## config.mk

```make
export PLATFORM = sky130hd
export DESIGN_NAME = mem_port_arbiter_flat
export DESIGN_NICKNAME = d
export VERILOG_FILES = /design/src/rtl/cpu_pkg.sv /design/src/rtl/mem_port_arbiter_if.sv /design/src/rtl/mem_port_arbiter_req_buf.sv /design/src/rtl/mem_port_arbiter.sv /design/src/flat_wrapper.sv
export SDC_FILE = /design/constraint.sdc
export NUM_CORES = 1
export LEC_CHECK = 0
export CAP_MARGIN = 30
export CORE_ASPECT_RATIO = 0.7
export CORE_MARGIN = 2
export CORE_UTILIZATION = 55
export DETAILED_ROUTE_END_ITERATION = 10
export GPL_TIMING_DRIVEN = 0
export PLACE_DENSITY_LB_ADDON = 0.3
export SYNTH_ARGS = -nofsm -noshare
export SYNTH_HDL_FRONTEND = slang
export SYNTH_HIERARCHICAL = 1
export SYNTH_SLANG_ARGS = --single-unit
```

## constraint.sdc

```tcl
create_clock -name clk -period 3.1 [get_ports clk]
set_input_delay 0.465 -clock clk [delete_from_list [all_inputs] [get_ports clk]]
set_output_delay 0.465 -clock clk [all_outputs]
set_load 0.02 [all_outputs]
```

## src/rtl/cpu_pkg.sv

```systemverilog
// Shared CPU definitions: default bus widths, arbiter FSM states and port IDs.
`timescale 1ns/1ps
package cpu_pkg;

  localparam int CPU_ADDR_W = 16;
  localparam int CPU_DATA_W = 16;

  // Memory-port sequencer states.
  typedef enum logic [1:0] {
    IDLE   = 2'd0,
    ACCESS = 2'd1,
    DONE   = 2'd2
  } state_e;

  // Requester identities, also used to track the round-robin history.
  typedef enum logic {
    PORT_IF = 1'b0,
    PORT_D  = 1'b1
  } port_e;

endpackage

```

## src/rtl/mem_port_arbiter_if.sv

```systemverilog
// Bus bundle between the fetch/data requesters, the shared memory and the
// arbiter. The arbiter connects through the slave modport; the environment
// (requesters plus memory) uses the master modport.
`timescale 1ns/1ps
interface mem_port_arbiter_if
  import cpu_pkg::*;
#(
  parameter int ADDR_W = CPU_ADDR_W,
  parameter int DATA_W = CPU_DATA_W
);

  // Fetch requester
  logic              if_req;
  logic [ADDR_W-1:0] if_addr;
  logic              if_done;
  logic [DATA_W-1:0] if_rdata;

  // Load/store requester
  logic              d_req;
  logic              d_we;
  logic [ADDR_W-1:0] d_addr;
  logic [DATA_W-1:0] d_wdata;
  logic              d_done;
  logic [DATA_W-1:0] d_rdata;

  // Memory side
  logic [ADDR_W-1:0] mem_addr;
  logic              mem_we;
  logic [DATA_W-1:0] mem_wdata;
  logic [DATA_W-1:0] mem_rdata;

  // Status
  logic              busy;
  logic              err;

  modport slave (
    input  if_req, if_addr, d_req, d_we, d_addr, d_wdata, mem_rdata,
    output if_done, if_rdata, d_done, d_rdata, mem_addr, mem_we, mem_wdata,
           busy, err
  );

  modport master (
    output if_req, if_addr, d_req, d_we, d_addr, d_wdata, mem_rdata,
    input  if_done, if_rdata, d_done, d_rdata, mem_addr, mem_we, mem_wdata,
           busy, err
  );

endinterface

```

## src/rtl/mem_port_arbiter_req_buf.sv

```systemverilog
// One-deep request buffer for a single requester. Holds a pending bit plus the
// latched address/we/wdata, and flags a request that arrives while a previous
// one is still waiting and is not being granted this cycle.
`timescale 1ns/1ps
module mem_req_buf
  import cpu_pkg::*;
#(
  parameter int ADDR_W = CPU_ADDR_W,
  parameter int DATA_W = CPU_DATA_W
) (
  input  logic              clk,
  input  logic              reset,
  input  logic              i_req,
  input  logic              i_we,
  input  logic [ADDR_W-1:0] i_addr,
  input  logic [DATA_W-1:0] i_wdata,
  input  logic              i_grant,
  output logic              o_pending,
  output logic [ADDR_W-1:0] o_addr,
  output logic              o_we,
  output logic [DATA_W-1:0] o_wdata,
  output logic              o_overflow
);

  logic              r_pending;
  logic [ADDR_W-1:0] r_addr;
  logic              r_we;
  logic [DATA_W-1:0] r_wdata;
  logic              w_accept;

  // The buffer is free either when empty or when it is being granted this
  // cycle, so a request on the grant edge is taken without a bubble.
  assign w_accept   = i_req & (~r_pending | i_grant);
  assign o_overflow = i_req & r_pending & ~i_grant;

  // Pending bit and request fields; a dropped request leaves the old fields.
  always_ff @(posedge clk) begin
    // NOTE: state is updated with <= so every register samples pre-edge values,
    // independent of statement order inside or across blocks.
    if (reset) begin
      r_pending <= 1'b0;
      r_addr    <= '0;
      r_we      <= 1'b0;
      r_wdata   <= '0;
    end else begin
      r_pending <= (r_pending & ~i_grant) | i_req;
      if (w_accept) begin
        r_addr  <= i_addr;
        r_we    <= i_we;
        r_wdata <= i_wdata;
      end
    end
  end

  assign o_pending = r_pending;
  assign o_addr    = r_addr;
  assign o_we      = r_we;
  assign o_wdata   = r_wdata;

endmodule

```

## src/rtl/mem_port_arbiter.sv

```systemverilog
// Shares the single memory port between instruction fetch and load/store.
// Round-robin arbitration between the two request buffers, a fixed-latency
// access sequencer, registered memory-side outputs and per-port completion.
`timescale 1ns/1ps
module mem_port_arbiter
  import cpu_pkg::*;
#(
  parameter int ADDR_W  = CPU_ADDR_W,
  parameter int DATA_W  = CPU_DATA_W,
  parameter int MEM_LAT = 2           // 1..15 access cycles
) (
  input logic                clk,
  input logic                reset,
  mem_port_arbiter_if.slave  bus
);

  localparam logic [3:0] LAST_CNT = 4'(MEM_LAT - 1);

  // Request buffer outputs
  logic              w_if_pend, w_if_we, w_if_ovf;
  logic [ADDR_W-1:0] w_if_addr;
  logic [DATA_W-1:0] w_if_wdata;
  logic              w_d_pend, w_d_we, w_d_ovf;
  logic [ADDR_W-1:0] w_d_addr;
  logic [DATA_W-1:0] w_d_wdata;

  // Arbitration
  logic              w_arb_en, w_gnt_if, w_gnt_d, w_grant, w_last_cyc;
  port_e             w_winner;
  logic [ADDR_W-1:0] w_sel_addr;
  logic              w_sel_we;
  logic [DATA_W-1:0] w_sel_wdata;

  // State
  state_e            r_state, w_state_nxt;
  logic [3:0]        r_cnt;
  port_e             r_owner, r_last_gnt;
  logic              r_op_we;
  logic [ADDR_W-1:0] r_mem_addr;
  logic              r_mem_we;
  logic [DATA_W-1:0] r_mem_wdata;
  logic              r_if_done, r_d_done;
  logic [DATA_W-1:0] r_if_rdata, r_d_rdata;
  logic              r_err;

  // Fetch never writes, so its write enable is tied low.
  mem_req_buf #(.ADDR_W(ADDR_W), .DATA_W(DATA_W)) u_if_buf (
    .clk       (clk),
    .reset     (reset),
    .i_req     (bus.if_req),
    .i_we      (1'b0),
    .i_addr    (bus.if_addr),
    .i_wdata   ('0),
    .i_grant   (w_gnt_if),
    .o_pending (w_if_pend),
    .o_addr    (w_if_addr),
    .o_we      (w_if_we),
    .o_wdata   (w_if_wdata),
    .o_overflow(w_if_ovf)
  );

  mem_req_buf #(.ADDR_W(ADDR_W), .DATA_W(DATA_W)) u_d_buf (
    .clk       (clk),
    .reset     (reset),
    .i_req     (bus.d_req),
    .i_we      (bus.d_we),
    .i_addr    (bus.d_addr),
    .i_wdata   (bus.d_wdata),
    .i_grant   (w_gnt_d),
    .o_pending (w_d_pend),
    .o_addr    (w_d_addr),
    .o_we      (w_d_we),
    .o_wdata   (w_d_wdata),
    .o_overflow(w_d_ovf)
  );

  // Arbitration overlaps DONE so back-to-back accesses lose only one cycle.
  // On a tie the port that was not granted last wins.
  assign w_arb_en    = (r_state == IDLE) || (r_state == DONE);
  assign w_gnt_if    = w_arb_en & w_if_pend & (~w_d_pend  | (r_last_gnt == PORT_D));
  assign w_gnt_d     = w_arb_en & w_d_pend  & (~w_if_pend | (r_last_gnt == PORT_IF));
  assign w_grant     = w_gnt_if | w_gnt_d;
  assign w_winner    = w_gnt_d ? PORT_D : PORT_IF;
  assign w_sel_addr  = w_gnt_d ? w_d_addr  : w_if_addr;
  assign w_sel_we    = w_gnt_d ? w_d_we    : w_if_we;
  assign w_sel_wdata = w_gnt_d ? w_d_wdata : w_if_wdata;
  assign w_last_cyc  = (r_state == ACCESS) && (r_cnt == LAST_CNT);

  // Next-state logic for the access sequencer.
  always_comb begin
    // NOTE: assigning the default first keeps every path driven, so no latch
    // is inferred when a case arm leaves the signal alone.
    w_state_nxt = r_state;
    case (r_state)
      IDLE:    if (w_grant) w_state_nxt = ACCESS;
      ACCESS:  if (w_last_cyc) w_state_nxt = DONE;
      DONE:    w_state_nxt = w_grant ? ACCESS : IDLE;
      default: w_state_nxt = IDLE;
    endcase
  end

  // State register.
  always_ff @(posedge clk) begin
    if (reset) r_state <= IDLE;
    else       r_state <= w_state_nxt;
  end

  // Access-cycle counter, 0..MEM_LAT-1 while in ACCESS, parked at 0 otherwise.
  always_ff @(posedge clk) begin
    if (reset)                   r_cnt <= '0;
    else if (r_state != ACCESS)  r_cnt <= '0;
    else if (w_last_cyc)         r_cnt <= '0;
    else                         r_cnt <= r_cnt + 4'd1;
  end

  // Grant bookkeeping and memory-side outputs; write enable lasts one cycle.
  always_ff @(posedge clk) begin
    if (reset) begin
      r_mem_addr  <= '0;
      r_mem_we    <= 1'b0;
      r_mem_wdata <= '0;
      r_owner     <= PORT_IF;
      r_last_gnt  <= PORT_IF;
      r_op_we     <= 1'b0;
    end else begin
      r_mem_we <= 1'b0;
      if (w_grant) begin
        r_mem_addr  <= w_sel_addr;
        r_mem_we    <= w_sel_we;
        r_mem_wdata <= w_sel_wdata;
        r_owner     <= w_winner;
        r_last_gnt  <= w_winner;
        r_op_we     <= w_sel_we;
      end
    end
  end

  // Completion pulses, read-data capture and the sticky overflow flag.
  always_ff @(posedge clk) begin
    if (reset) begin
      r_if_done  <= 1'b0;
      r_d_done   <= 1'b0;
      r_if_rdata <= '0;
      r_d_rdata  <= '0;
      r_err      <= 1'b0;
    end else begin
      r_if_done <= w_last_cyc && (r_owner == PORT_IF);
      r_d_done  <= w_last_cyc && (r_owner == PORT_D);
      if (w_last_cyc && !r_op_we) begin
        if (r_owner == PORT_IF) r_if_rdata <= bus.mem_rdata;
        else                    r_d_rdata  <= bus.mem_rdata;
      end
      r_err <= r_err | w_if_ovf | w_d_ovf;
    end
  end

  assign bus.if_done   = r_if_done;
  assign bus.if_rdata  = r_if_rdata;
  assign bus.d_done    = r_d_done;
  assign bus.d_rdata   = r_d_rdata;
  assign bus.mem_addr  = r_mem_addr;
  assign bus.mem_we    = r_mem_we;
  assign bus.mem_wdata = r_mem_wdata;
  assign bus.busy      = (r_state != IDLE);
  assign bus.err       = r_err;

endmodule

```

## src/flat_wrapper.sv

```systemverilog
// flat-port wrapper written by rule: the top's interface ports become plain ports
module mem_port_arbiter_flat import cpu_pkg::*;
#(
  parameter int ADDR_W  = CPU_ADDR_W,
  parameter int DATA_W  = CPU_DATA_W,
  parameter int MEM_LAT = 2                                 
)
  (clk, reset, bus_if_req, bus_if_addr, bus_d_req, bus_d_we, bus_d_addr, bus_d_wdata, bus_mem_rdata, bus_if_done, bus_if_rdata, bus_d_done, bus_d_rdata, bus_mem_addr, bus_mem_we, bus_mem_wdata, bus_busy, bus_err);
  mem_port_arbiter_if #(.ADDR_W(ADDR_W), .DATA_W(DATA_W)) bus_i ();
  input logic clk;
  input logic reset;
  input wire logic [$bits(bus_i.if_req)-1:0] bus_if_req;
  input wire logic [$bits(bus_i.if_addr)-1:0] bus_if_addr;
  input wire logic [$bits(bus_i.d_req)-1:0] bus_d_req;
  input wire logic [$bits(bus_i.d_we)-1:0] bus_d_we;
  input wire logic [$bits(bus_i.d_addr)-1:0] bus_d_addr;
  input wire logic [$bits(bus_i.d_wdata)-1:0] bus_d_wdata;
  input wire logic [$bits(bus_i.mem_rdata)-1:0] bus_mem_rdata;
  output wire logic [$bits(bus_i.if_done)-1:0] bus_if_done;
  output wire logic [$bits(bus_i.if_rdata)-1:0] bus_if_rdata;
  output wire logic [$bits(bus_i.d_done)-1:0] bus_d_done;
  output wire logic [$bits(bus_i.d_rdata)-1:0] bus_d_rdata;
  output wire logic [$bits(bus_i.mem_addr)-1:0] bus_mem_addr;
  output wire logic [$bits(bus_i.mem_we)-1:0] bus_mem_we;
  output wire logic [$bits(bus_i.mem_wdata)-1:0] bus_mem_wdata;
  output wire logic [$bits(bus_i.busy)-1:0] bus_busy;
  output wire logic [$bits(bus_i.err)-1:0] bus_err;
  assign bus_i.if_req = bus_if_req;
  assign bus_i.if_addr = bus_if_addr;
  assign bus_i.d_req = bus_d_req;
  assign bus_i.d_we = bus_d_we;
  assign bus_i.d_addr = bus_d_addr;
  assign bus_i.d_wdata = bus_d_wdata;
  assign bus_i.mem_rdata = bus_mem_rdata;
  assign bus_if_done = bus_i.if_done;
  assign bus_if_rdata = bus_i.if_rdata;
  assign bus_d_done = bus_i.d_done;
  assign bus_d_rdata = bus_i.d_rdata;
  assign bus_mem_addr = bus_i.mem_addr;
  assign bus_mem_we = bus_i.mem_we;
  assign bus_mem_wdata = bus_i.mem_wdata;
  assign bus_busy = bus_i.busy;
  assign bus_err = bus_i.err;
  mem_port_arbiter #(.ADDR_W(ADDR_W), .DATA_W(DATA_W), .MEM_LAT(MEM_LAT)) u_core (.clk(clk), .reset(reset), .bus(bus_i));
endmodule
```

==> results.toml <==
[clock_network]
cts-root-buf = "clkbuf_16"
numCtsBuffers = 17
cts_tree = "built"
cts_max_level = 4
cts_resized = 0
post_cts_buffers = 0
clockBufferDepth = 2
clk_pin_slew_ns = 0.06
cts_hold_repair.buffers = 0
clock-sinks = 144
insertion_delay_ns = 0.41

[floorplan]
rows = 32
core-area_mm2 = 0.01097
start_util = 0.5642
ios = 138
die_area_mm2 = 0.01213
die_w_um = 130.8
die_h_um = 92.76

[finish]
fillers = 771
final_common_cell = "dfxtp_1"
drive_above_1_share = 0.1292
antennaDiodeCount = 0
utilization = 0.7664
area_growth_pct = 35.84
final_cell_mix = "dfxtp_1, clkdlybuf4s50_1, nand2b_1, mux2i_1, nand2_1"
nets = 841

[routing]
wl_met3_um = 702
dr.pass1.iters = 5
wl_met2_mm = 7.468
dr.first_iter.drc_count = 232
routed_wl_mm = 15.48
route.top_layer_used = "met4"
antenna_left = 0
drc = 0
num_vias = 4777
drt-vias-per-instance = 5.109
m1WireLength_mm = 7.146
avgRoutedWirePerCell_um = 16.55

[logic_synthesis]
postSynthAreaPerCell_um2 = 10.35
yosysSeqAreaShare = 0.4657
syn_area_mm2 = 0.006190
ys_ff_latch = 144
synth_cell_types = 32
ys_warn_count = 6
netlist_instances = 598

[sta]
fin_ws_ns = 0.8049
setup_violations = 0
period_share = 0.7404
tightestPinTransition_ns = 0.7472
tns_ns = 0
max_freq_mhz = 435.7
min_period_ns = 2.295
grt_setup_unrepaired = "false"
skew_ns = 0.004326
finalHoldViolations = 0
slew_viol_final = 0
slew_headroom = 0.5019

[global_route]
grt_start_max_net_pins = 17
grt_usage = 0.2654
grt_pass1_wl_mm = 24.94
grt_pass1_vias = 5023
grt_overflow_total = 0
antenna_found_initial = 0

[placement]
dpl_worst_slack_ns = 0.4147
place_hpwl_mm = 10.81
finalWeightedCongestion = 0.8285
port_buffers = 137

[pwr]
p_leak_nw = 3.249
pwr_density_cell_mw_per_mm2 = 562.4
p_total_mw = 4.728
ir_drop_v = 0.0004003

[run_status]
status = "finished, final reports clean"

[worst_hold_path]
hold_path.class = "reg -> reg"

[critical_path]
cp.required_ns = 3.42
worstSetupPathType = "in -> reg"
end_kind = "flop"
path_max_fanout = 13
crit_arrival_ns = 2.62
start_kind = "primary input"

[job]
max_cap_viol_count = 0
## synth_stat cells
cell / n / area share
dfxtp_1: 144 / 0.47
buf_6: 6 / 0.011
o2bb2ai_1: 33 / 0.047
a21oi_1: 13 / 0.011
or3b_1: 1 / 0.0014
and2_2: 2 / 0.0024
buf_1: 1 / 0.00061
ha_1: 2 / 0.0040
nand2_2: 19 / 0.019
nand2b_1: 134 / 0.14
clkbuf_1: 23 / 0.014
xnor2_1: 1 / 0.0014
or3_1: 1 / 0.0010
xor2_1: 1 / 0.0014
nor2b_1: 1 / 0.0010
nor2b_2: 2 / 0.0028
conb_1: 1 / 0.00061
nand2_4: 1 / 0.0018
a21oi_2: 20 / 0.028
nor4_4: 2 / 0.0069
nor2_1: 14 / 0.0085
nor3_1: 3 / 0.0024
nor2b_4: 2 / 0.0044
buf_2: 7 / 0.0057
nor4_1: 2 / 0.0020
nand2_1: 48 / 0.029
or2_2: 1 / 0.0010
or4_4: 2 / 0.0036
inv_1: 3 / 0.0018
mux2i_1: 100 / 0.16
nand3_1: 1 / 0.00081
buf_12: 7 / 0.023
## stage by stage
stage | hold slack [ns] | cell area (um2) | instances
finish | 0.4547 | 8408 | 935
global route | 0.4641 | 8408 | 935
CTS | 0.4537 | 8408 | 935
detailed placement | 0.4458 | 7812 | 904
global placement | 0.4401 | 7812 | 904
floorplan | 0.4337 | 6250 | 614
## kinds of logic (layout without fill, tap and decap cells)
group,Yosys count,after routing,share of synthesized area
buf+inv,47,215,0.05559
mux,100,100,0.1617
compound gates,66,66,0.08551
simple gates,236,236,0.2240
other cells,1,17,0.0006058
xor+xnor,2,2,0.002831
fa+ha+maj,2,2,0.004042
flops,144,144,0.4657
## cell type report
cell class              count  area (um2)  area share
well taps                 153       191.4     0.02277
plain buffers              44       332.8     0.03958
repair buffers            137        1371      0.1631
multi-input cells         423        3023      0.3595
clock inverters            11       138.9     0.01652
clock buffers              20       456.7     0.05432
inverters                   3       11.26    0.001339
flip-flops and latches    144        2883      0.3429
## registers in the layout, summed over array words and instances (netlist names), 2 cells and up
signal / count
u_core/bus.mem_wdata: 16
u_core/r_state: 2
u_core/r_cnt: 4
u_core/bus.mem_addr: 16
u_core/u_if_buf/o_addr: 16
u_core/bus.if_rdata: 16
u_core/u_if_buf/o_wdata: 16
u_core/bus.d_rdata: 16
u_core/u_d_buf/o_wdata: 16
u_core/u_d_buf/o_addr: 16
## worst max-delay path, stage by stage
cell and delay [ns]:
clkdlybuf4s50_1 0.72, nor2_1 0.68, clkbuf_1 0.53, o2bb2ai_1 0.21
## report_power, final
part | switching, mW | internal, mW | total (mW)
clock | 0.753 | 1.30 | 2.05
combinational | 0.329 | 0.332 | 0.661
sequential | 0.0646 | 1.95 | 2.02
## metal layers
layer  up-vias  GRT usage
met5         -          0
met4         0    0.07447
met3        13    0.05777
met2       125     0.4466
met1      2311     0.3437
li1       2328          -
## worst paths after layout
kind,from,to,slack [ns],cells after the start
max,reset,u_core/bus.mem_wdata[4]$_SDFFE_PP0N_,0.80,4
min,u_core/bus.if_rdata[4]$_SDFFE_PP0P_,u_core/bus.if_rdata[4]$_SDFFE_PP0P_,0.45,2
max reg2reg,u_core/r_cnt[0]$_SDFF_PP0_,u_core/bus.d_rdata[13]$_SDFFE_PP0P_,0.86,7
min reg2reg,u_core/bus.if_rdata[4]$_SDFFE_PP0P_,u_core/bus.if_rdata[4]$_SDFFE_PP0P_,0.45,2
Power figures use the tool's default switching activity.
==> patch 1 (same flow settings) <==
`CPU_ADDR_W`: 16 -> 17.
--- a/src/rtl/cpu_pkg.sv
+++ b/src/rtl/cpu_pkg.sv
@@ -3,5 +3,5 @@
 package cpu_pkg;
 
-  localparam int CPU_ADDR_W = 16;
+  localparam int CPU_ADDR_W = 17;
   localparam int CPU_DATA_W = 16;
 
Interface: changed (resized bus_d_addr, bus_if_addr and bus_mem_addr); port bits go from 138 to 141. No check against the original RTL was run, so the function may have changed too.
==> patch 1 against the unedited design <==
  * Final area rose by 3.1%
  * Worst setup slack got worse by 49 ps
  * First-iteration DRC count grew 1.7%
  * Wire length up 1.9%
  * Critical path type unchanged
  * Cell count grew 1.5%
  * Largest cell class unchanged
  * Count of clock-buffer cells in the layout grew 1
  * Clock skew is 1.4 ps higher
  * Area after synthesis increased by 2.2%
  * Sequential cell count increased by 3
  * Power up 8.5%
==> patch 1: results (changes against the unedited design) <==
[finish]
nClkBuffers=21  ; +5.0%
nNetsFinal=857  ; +1.9%
final_util_pct=77.88  ; +1.2 points
area_share_clock_buf_inv_pct=7.939  ; +0.86 points
nFillCells=756  ; -1.9%
final-nonclk-buf-share_pct=20.16  ; -0.10 points
final_layout_size_suffix_gt1_share_pct=12.56  ; -0.35 points
seqCellArea_um2=2943  ; +2.1%
multi_input_cells=431  ; +1.9%
multi_input_area_share_pct=35.61  ; -0.34 points
non_clock_buffer_count=184  ; +1.7%

[grt]
met1_usage_pct=33.10  ; -1.3 points
use_met2_pct=45.01  ; +0.35 points
grt_pass1_vias=5195  ; +3.4%
track_usage_pct=26.40  ; -0.14 points
grt_max_degree=18  ; +1
grt_pass1_wl_um=25590  ; +2.6%
met3_usage_pct=7.012  ; +1.2 points

[setup_path]
cp_data_arrival_time_ps=2610  ; about the same
crit_family=buffers and inverters
r2r_cells=9  ; +2
cp_max_fo=17  ; +4
critical_path.max_stage_delay_ps=910  ; +190 ps

[logic_synthesis]
synth_adder_area_share_pct=0.3955  ; -0.0088 points
async_reset_ff_share_pct=0  ; unchanged
synth.area.top_cells=dfxtp_1, mux2i_1, nand2b_1, o2bb2ai_1, nand2_1
synth_compound_area_share_pct=8.503  ; -0.048 points
yosys-top-cells-count=dfxtp_1, nand2b_1, mux2i_1
synthDistinctLibCells=33  ; +3.1%
synthMuxAreaShare_pct=16.29  ; +0.12 points
avgSynthCellArea_um2=10.39  ; +0.38%
yosysWarnings=6  ; unchanged
ys_seq_area_share_pct=46.51  ; -0.064 points
synth_xor_area_share_pct=0.2768  ; -0.0062 points

[placed_design]
dp_slack_ps=355.1  ; -59.63 ps
place_congestion=0.7772  ; -6.2%
dp_hpwl_um=11080  ; +2.6%
place_area_um2=7980  ; +2.1%
numPortBuffers=140  ; +2.2%
place_inst=918  ; +1.5%

[drt]
met1_length_um=7123  ; -0.32%
drt_pass1_iterations=4  ; -1
vias=4817  ; +0.84%
routedWlPerCell_um=16.62  ; +0.38%
viasPerCell=5.076  ; -0.65%
wl_met2_um=7512  ; +0.59%
wl_met3_um=905  ; +29%

[timing]
worst_pin_slew_ps=762.3  ; +15.11 ps
fin_skew_ps=5.694  ; +1.368 ps
max_freq_ghz=0.4265  ; -2.1%

[pwr]
power_leakage_nw=3.360  ; +3.4%
max-vdd-ir-drop_mv=0.4283  ; +7.0%

[clocking]
clockRootBuffer=clkbuf_16
cts.sinks=147  ; +2.1%
numCtsBuffers=17  ; unchanged

[die]
fp.dieW_um=132.2  ; +1.1%

[status]
outcome=finished, final reports clean

patch 1: cell count changes in the layout (fill, tap and decap cells not counted), moves of 2 or more:
| cell | change |
|---|---|
| bufinv_16 | +4 |
| buf_2 | -2 |
| buf_1 | +2 |
| clkdlybuf4s50_1 | +3 |
| mux2i_1 | +3 |
| buf_4 | +2 |
| dfxtp_1 | +3 |
| nand2b_1 | +4 |
| clkinv_2 | -3 |
patch 1: path summary, 6_finish.rpt:
path | start | endpoint | slack [ps]
worst max-delay path | reset | u_core/bus.mem_addr[10] | 760
worst max register to register | u_core/r_last_gnt | u_core/u_d_buf/o_wdata[4] | 850
worst min-delay path | u_core/bus.if_rdata[8] | u_core/bus.if_rdata[8] | 460
worst min register to register | u_core/bus.if_rdata[8] | u_core/bus.if_rdata[8] | 460
patch 1: power breakdown:
part / internal, mW / switching (mW)
combinational: 0.341 / 0.335
sequential: 1.99 / 0.0680
clock: 1.63 / 0.766
total: 3.96 / 1.17
==> patch 2 (same settings) <==
Made on the original files. The 3 states of `state_e` get a one-hot encoding in 3 bits.
--- a/src/rtl/cpu_pkg.sv
+++ b/src/rtl/cpu_pkg.sv
@@ -7,8 +7,8 @@
 
   // Memory-port sequencer states.
-  typedef enum logic [1:0] {
-    IDLE   = 2'd0,
-    ACCESS = 2'd1,
-    DONE   = 2'd2
+  typedef enum logic [2:0] {
+    IDLE   = 3'b001,
+    ACCESS = 3'b010,
+    DONE   = 3'b100
   } state_e;
 
Check against the original RTL: no difference found for any inputs over 10 cycles, from zero or initial values and one cycle with reset high; not proved beyond that.
==> patch 2 against the unedited design <==
  * Clock skew up 4.6 ps
  * Worst setup slack better by 7.5 ps
  * Highest routed layer unchanged
  * Non-clock buffer count up 16
  * Largest power group unchanged
  * First-iteration DRC count up 66%
  * Power up 9.5%
  * Sequential cell count up 1
  * Clock power up 5%
  * Sequential share of layout area down 1.8 points
  * Critical path type is now flip-flop to flip-flop
  * Wire length up 15%
  * Area after synthesis up 8.1%
  * Final area up 6.4%
==> patch 2: results (changes against the unedited design) <==
[placed_design]
dp_hpwl_um=12390  ; +15%
place_congestion=0.7862  ; -5.1%

[logic_synthesis]
async_reset_ff_share_pct=0  ; unchanged
ys_seq_area_share_pct=43.38  ; -3.2 points
synth.area.top_cells=dfxtp_1, nand2b_1, mux2i_1, a311oi_2, nand2_1
synthDistinctLibCells=47  ; +47%
yosys-top-cells-count=dfxtp_1, nand2b_1, nand2_1
yosysWarnings=6  ; unchanged
synth_top_area_cell=dfxtp_1

[finish]
nNetsFinal=938  ; +12%
final_layout_size_suffix_gt1_share_pct=12.06  ; -0.86 points

[grt]
use_met2_pct=46.04  ; +1.4 points
track_usage_pct=27.50  ; +0.96 points
grt_pass1_wl_um=27480  ; +10%
grt_max_degree=17  ; unchanged
met3_usage_pct=6.846  ; +1.1 points
antenna_found_initial=0  ; unchanged
met1_usage_pct=35.13  ; +0.76 points
grt_pass1_vias=5562  ; +11%

[pwr]
max-vdd-ir-drop_mv=0.4595  ; +15%
power_leakage_nw=3.318  ; +2.1%

[clocking]
ctsResizeCount=0  ; unchanged
ctsHtreeMaxLevel=4  ; unchanged
post_cts.repair.setup_buffers=0  ; unchanged
numCtsBuffers=17  ; unchanged

[setup_path]
r2r_start=u_core/r_state[0]
critical_path.max_stage_delay_ps=300  ; -420 ps
r2r-end=u_core/u_if_buf/o_addr[0]
r2r_cells=11  ; +4
rrSetupSlack_ps=810  ; -50 ps
slowest_stage=dfxtp_1
cp_data_arrival_time_ps=2630  ; about the same
cp_max_fo=10  ; -3

[min_path]
hold_path_end=u_core/bus.d_rdata[12]
hp-start=u_core/bus.d_rdata[12]
hold_depth=2  ; unchanged

[drt]
routedWlPerCell_um=17.21  ; +4.0%
viasPerCell=5.486  ; +7.4%
drt_pass1_iterations=6  ; +1
first_iter_violations=385  ; +66%

[status]
outcome=finished, final reports clean

[timing]
fin_skew_ps=8.878  ; +4.553 ps
max_slew_margin_pct=43.32  ; -6.9 points

[patch 2: cells by family after synthesis]
family	synth area share (%)
AO/OA/AOI/OAI	13.22
multiplexers	12.43
flip-flops	43.38
buffers and inverters	6.844
AND/OR/NAND/NOR	23.30
adder cells (fa/ha/maj)	0.3739
XOR/XNOR	0.3927
other	0.05604
[patch 2: how the worst max path moves through the flow]
stage / from / to / cells after the start
after floorplan: u_core/r_state[0] / u_core/u_if_buf/o_addr[0] / 11
after global placement: reset / u_core/bus.d_rdata[4] / 6
after detailed placement: reset / u_core/bus.d_rdata[3] / 6
after CTS: u_core/r_state[0] / u_core/u_if_buf/o_addr[0] / 11
after global routing: u_core/r_state[0] / u_core/u_if_buf/o_addr[0] / 11
final: u_core/r_state[0] / u_core/u_if_buf/o_addr[0] / 11
[patch 2: area by class of cell]
cell class / instances / area [µm²]
clock inverter: 9 / 128.9
inverter: 5 / 18.77
fill: 769 / 2825
buffer: 60 / 439.2
multi-input combinational: 501 / 3391
timing repair buffer: 137 / 1371
tap: 157 / 196.4
clock buffer: 22 / 494.2
sequential: 145 / 2903
[patch 2: worst max-delay path, delay by kind of cell, from the launching register on]
kind            cells  cell delay (ps)
flops               1              300
buf+inv             5              930
xor+xnor            1              240
mux                 1              220
simple gates        3              300
compound gates      1              220
[patch 2: stage by stage]
| stage | instance area (µm²) | hold slack, ps | cells | total power [mW] | worst slack (ps) |
|---|---|---|---|---|---|
| after floorplan | 6751 | 433.7 | 711 | 2.686 | 1141 |
| after global placement | 8319 | 441.2 | 1005 | 3.014 | 492.9 |
| after detailed placement | 8319 | 452.4 | 1005 | 3.046 | 428.9 |
| after CTS | 8942 | 464.3 | 1036 | 5.173 | 838.1 |
| after global routing | 8942 | 478.3 | 1036 | 5.339 | 588.0 |
| final | 8942 | 463.7 | 1036 | 5.178 | 812.4 |
[patch 2: routing by layer]
metal	share of wire [%]	routed length, µm	up-vias
li1	-	-	2690
met5	0	0	-
met3	7.6	1352	35
met2	47	8375	223
met4	1.7	297	0
met1	44	7807	2736
[patch 2: report_power, final]
group          total [mW]  switching (mW)  internal [mW]
combinational       0.945           0.495          0.450
clock                2.15           0.786           1.36
sequential           2.08          0.0881           2.00
total                5.18            1.37           3.81
